### src/rtl/bit_serial_add_sub_ctrl.sv
// rtl/bit_serial_add_sub_ctrl.sv - bit-serial WIDTH-bit adder/subtractor with valid/ready handshakes
// One full-adder cell is stepped over WIDTH cycles, LSB first.

module bit_serial_fa (
    input  logic i_a,
    input  logic i_b,
    input  logic i_c,
    output logic o_s,
    output logic o_c
);
    assign o_s = i_a ^ i_b ^ i_c;
    assign o_c = (i_c & (i_a ^ i_b)) | (i_a & i_b);
endmodule

module bit_serial_add_sub_ctrl #(
    parameter int WIDTH = 8
) (
    input  logic             clock,
    input  logic             reset,
    input  logic             io_in_valid,
    output logic             io_in_ready,
    input  logic [WIDTH-1:0] io_in_a,
    input  logic [WIDTH-1:0] io_in_b,
    input  logic             io_in_sub,
    output logic             io_out_valid,
    input  logic             io_out_ready,
    output logic [WIDTH-1:0] io_out_sum,
    output logic             io_out_cout,
    output logic             io_out_ovf
);
    localparam int CW = (WIDTH > 1) ? $clog2(WIDTH) : 1;
    localparam logic [CW-1:0] LAST = CW'(WIDTH - 1);

    typedef enum logic [1:0] {
        S_IDLE,
        S_RUN,
        S_DONE
    } state_t;

    state_t           r_state;
    logic [WIDTH-1:0] r_a_sh;
    logic [WIDTH-1:0] r_b_sh;
    logic [WIDTH-1:0] r_sum_sh;
    logic [WIDTH-1:0] r_sum_hold;
    logic             r_carry;
    logic [CW-1:0]    r_cnt;
    logic             r_cmsb;
    logic             r_ovf;
    logic             r_in_ready;
    logic             r_out_valid;

    logic w_s;
    logic w_c;

    bit_serial_fa u_fa (
        .i_a (r_a_sh[0]),
        .i_b (r_b_sh[0]),
        .i_c (r_carry),
        .o_s (w_s),
        .o_c (w_c)
    );

    always_ff @(posedge clock or negedge reset) begin
        if (!reset) begin
            r_state     <= S_IDLE;
            r_a_sh      <= '0;
            r_b_sh      <= '0;
            r_sum_sh    <= '0;
            r_sum_hold  <= '0;
            r_carry     <= 1'b0;
            r_cnt       <= '0;
            r_cmsb      <= 1'b0;
            r_ovf       <= 1'b0;
            r_in_ready  <= 1'b1;
            r_out_valid <= 1'b0;
        end else begin
            case (r_state)
                S_IDLE: begin
                    if (io_in_valid && r_in_ready) begin
                        // Subtract as A + ~B + 1: invert B and seed the carry.
                        r_a_sh     <= io_in_a;
                        r_b_sh     <= io_in_b ^ {WIDTH{io_in_sub}};
                        r_carry    <= io_in_sub;
                        r_cnt      <= '0;
                        r_sum_hold <= r_sum_sh;
                        r_in_ready <= 1'b0;
                        r_state    <= S_RUN;
                    end
                end
                S_RUN: begin
                    r_sum_sh <= {w_s, r_sum_sh[WIDTH-1:1]};
                    r_a_sh   <= {1'b0, r_a_sh[WIDTH-1:1]};
                    r_b_sh   <= {1'b0, r_b_sh[WIDTH-1:1]};
                    r_carry  <= w_c;
                    if (r_cnt == LAST) begin
                        r_cmsb      <= r_carry;
                        r_ovf       <= r_carry ^ w_c;
                        r_out_valid <= 1'b1;
                        r_state     <= S_DONE;
                    end else begin
                        r_cnt <= r_cnt + 1'b1;
                    end
                end
                S_DONE: begin
                    if (io_out_ready) begin
                        r_out_valid <= 1'b0;
                        r_in_ready  <= 1'b1;
                        r_state     <= S_IDLE;
                    end
                end
                default: begin
                    r_out_valid <= 1'b0;
                    r_in_ready  <= 1'b1;
                    r_state     <= S_IDLE;
                end
            endcase
        end
    end

    // sum_sh churns during RUN, so the previous result is shown from a snapshot.
    assign io_out_sum   = (r_state == S_RUN) ? r_sum_hold : r_sum_sh;
    // carry-out is recovered from the carry into the MSB and the overflow flag.
    assign io_out_cout  = r_cmsb ^ r_ovf;
    assign io_out_ovf   = r_ovf;
    assign io_in_ready  = r_in_ready;
    assign io_out_valid = r_out_valid;

endmodule

### config.mk
export PLATFORM = sky130hd
export DESIGN_NAME = bit_serial_add_sub_ctrl
export DESIGN_NICKNAME = d
export VERILOG_FILES = /design/src/rtl/bit_serial_add_sub_ctrl.sv
export SDC_FILE = /design/constraint.sdc
export NUM_CORES = 1
export LEC_CHECK = 0
export CORE_UTILIZATION = 45
export CTS_BUF_LIST = sky130_fd_sc_hd__clkbuf_2
export DETAILED_ROUTE_END_ITERATION = 8
export PLACE_DENSITY = 0.69
export SLEW_MARGIN = 20
export SYNTH_ARGS = -nofsm -noshare
export SYNTH_HDL_FRONTEND = slang
export SYNTH_HIERARCHICAL = 1
export SYNTH_SLANG_ARGS = --single-unit
### constraint.sdc
create_clock -name clock -period 3.1 [get_ports clock]
set_input_delay 0.31 -clock clock [delete_from_list [all_inputs] [get_ports clock]]
set_output_delay 0.31 -clock clock [all_outputs]
set_load 0.03 [all_outputs]
==> results of run 1 <==
## power by group through the flow
stage	sequential [mW]	clock [mW]	combinational, mW
2_1_floorplan	0.865	0	0.503
5_1_grt	0.900	0.350	0.805
3_3_place_gp	0.881	0	0.714
4_1_cts	0.874	0.327	0.730
6_report	0.874	0.317	0.719
3_5_place_dp	0.885	0	0.729
## layout by cell type, fill, tap and decap left out, drive strengths merged, types with 2 or more instances in the layout
cell type      instances
nor3                   8
xnor2                  8
buf                    6
dfrtp                 41
ha                     2
nand2b                 2
mux2                   3
clkdlybuf4s50         31
nand3                  4
nor2                  18
xor2                   2
a21oi                  2
o22ai                  7
a22o                   2
a221o                  7
clkbuf                 6
nand2                 72
o21ai                  2
## critical path, cell delays in order, from the launching register on
cell	delay [ns]
dfrtp_1	0.52
nand2b_1	0.63
nand2_1	0.16
nand2_1	0.09
clkdlybuf4s50_1	0.66
## kinds of logic (layout without fill, tap and decap cells)
group	after synthesis	in the layout
AOI/OAI and AO/OA	20	20
buffers and inverters	13	46
DFF	42	42
muxes	3	3
xor gates and xnor gates	10	10
adders and majority gates	3	3
and+or+nand+nor	108	108
## sequential cells by signal, summed over array words and instances, names as in the netlist
register      flops
r_state           2
r_b_sh            8
r_sum_sh          8
io_out_ovf        1
r_a_sh            8
r_cnt             3
r_sum_hold        8
io_in_ready       1
io_out_valid      1
r_cmsb            1
r_carry           1
## area by class of cell
| cell class | instances | share of cell area |
|---|---|---|
| clock buffer | 6 | 0.0128 |
| clock inverter | 2 | 0.0161 |
| inverter | 1 | 0.00161 |
| multi-input combinational | 144 | 0.342 |
| sequential | 42 | 0.450 |
| tap | 50 | 0.0268 |
| timing repair buffer | 37 | 0.151 |
## layer usage
layer,up-vias,global-route usage,share of wire
met5,-,0,0
met4,0,0.101,0.021
met3,7,0.0355,0.031
met2,26,0.276,0.45
met1,666,0.247,0.49
li1,720,-,-
## stage by stage
stage | utilization | hold WS (ns)
final | 0.572 | 0.0116
after global routing | 0.572 | 0.0434
after CTS | 0.572 | 0.0185
after detailed placement | 0.555 | 0.465
after global placement | 0.555 | 0.457
after floorplan | - | 0.0144
## worst min path at each step
| stage | start | to | slack (ns) | depth (start not counted) |
|---|---|---|---|---|
| finish | reset | r_sum_sh[5]$_DFFE_PN0P_ | 0.01 | 1 |
| floorplan | reset | io_out_ovf$_DFFE_PN0P_ | 0.01 | 0 |
| CTS | reset | r_sum_sh[5]$_DFFE_PN0P_ | 0.02 | 1 |
| global placement | r_sum_sh[0]$_DFFE_PN0P_ | r_sum_hold[0]$_DFFE_PN0P_ | 0.46 | 2 |
| global route | reset | r_sum_hold[4]$_DFFE_PN0P_ | 0.04 | 1 |
| detailed placement | r_sum_hold[1]$_DFFE_PN0P_ | r_sum_hold[1]$_DFFE_PN0P_ | 0.47 | 2 |
==> impl_results.md, run 1 <==
* Outcome: finished clean
* Final setup viols at 0
* Ports at 33
* EDFF count, synth at 0
* Input/output buffers at 32
* Footprint of the multi-input gates at 798 µm²
* RR Startpoint: r_state[0]$_DFFE_PN0P_
* Die ar. at 0.00459 mm²
* Number of global-route vias before repair at 1347
* Leak pwr at 1.15 nW
* Crit path launch: r_state[1]$_DFFE_PN0P_
* Sequential element share of the synthesized area at 0.541
* Final hold violations at 0
* Initial antenna violation count at 0
* CORE AREA at 0.00409 mm²
* Area of the mapped netlist at 0.00195 mm²
* Largest net degree at the start of global routing at 43
* Share of cells above drive strength 1 at 0.0991
* Post-synthesis register bit count at 42
* Num CTS Buffers at 5
* Post-synthesis adder-cell area fraction at 0.0232
* Synth area leader: dfrtp_1
* CTS Hold Bufs at 0
* Die Y at 67.8 µm
* Reg2reg path depth at 4
* Longest Clk Path Bufs at 2
* CP endpoint: io_out_sum[6]
* Largest cells by area after synthesis: dfrtp_1, nand2_1, a221o_1
* 1st-iter DRT viols at 121
* Post-Synth XOR/XNOR Area at 0.0450
* Worst Hold Class: primary input to async pin
* Starting density of the core at 0.476
* Crit-path max FO at 18
* Area delta synth->final at 20.1%
* Mux contribution to synthesized area at 0.0212
* Worst reg2reg path endpoint: r_b_sh[4]$_DFFE_PN0P_
* Critical path startpoint category: flip-flop
* Async set-reset flop share out of synthesis at 1.00
* CTS tree: yes
* H-Tree Level Count at 2
* Overflow after GRT at 0
* Area post-placement at 0.00227 mm²
* Compound-cell area share of the yosys netlist at 0.0778
* Post_cts resized at 0
* Row Count at 23
* Tmin final at 2.76 ns
* Slew of the pin with the lowest slew margin at roughly 0.9 ns
* Most numerous cell in the Yosys netlist: nand2_1
* PD cells at 817 mW/mm²
* Slew Limit Fails at 0
* GRT Total Usage at 0.184
* Antenna viol nets, final at 0
* Die X at 67.8 µm
* First-pass GRT wire length at between 6 and 7 mm
* Via-to-Cell Ratio at 5.03
* Global placement routability congestion at 0.739
* Crit Path Category: flip-flop to output port
* Sw power at 0.698 mW
* Diode count at 0
* First-pass iteration count of the detailed router at 4
* Critical path required time at 2.79 ns
* Post-route design area at about 0.0023 mm²
* Post-Synth Simple-Gate Area at 0.242
* Non-filler cells, final at 282
* CTS sink count at 42
* Synth unique cells at 30
* Mapped Nets at approximately 220
* Unrepaired setup endpoints after global routing: no
* Dpl cells at about 270
* Fillers at 375
* Largest family of logic cells by synthesized area: simple AND/OR/NAND/NOR gates
* Power, Total at 1.91 mW
* Number of nets in the layout at 255
* Switch share at 0.365
* Post-DP HPWL at 2.39 mm
* Synth cell count leaders: nand2_1, dfrtp_1, nor2_1
* Clk network pwr share at 0.166
* Final TNS setup at 0 ns
* Max-cap viol count at 0
* DR vias at 1419
* Avg WL per Cell at approximately 13 µm
* Period utilization at 0.889
* Top-area cell type share of the netlist area at 0.527
* Achievable Freq at 363 MHz
* Root Buffer: clkbuf_2
* Combinational share of power at 0.377
* Detailed Route WL at 3.60 mm
* CP endpoint kind: output port
* Post-place setup slack at around 0.77 ns
* Design internal power at 1.21 mW
* DRC viols at 0
* Primary FF master, synth: dfrtp_1
* Post-CTS setup buffer count at 0
* Reg clk slew, reported paths at between 0.2 and 0.25 ns
* Syn. warnings at 6
* Clk_skew at roughly 0.016 ns
* Worst setup margin at 0.343 ns
* FF+latch area at between 0.001 and 0.0015 mm²
* Setup slack, reg-to-reg at 1.18 ns
* Syn avg cell area at 9.78 µm²
* Skew-Pair Late Insertion Delay at 0.40 ns
* Slew HR at 0.395
* CP arrival at around 2.5 ns
* Flop pwr share at 0.457
* Worst IR Drop VDD at about 0.34 mV
* Cell count after synthesis at 199
(Power assumes the default switching activity.)
==> run 2, diff against run 1 <==
Settings changed: TNS_END_PERCENT set to 50.
==> results of run 2 <==
The final DEF is identical to that of run 1; final timing and power are the same.
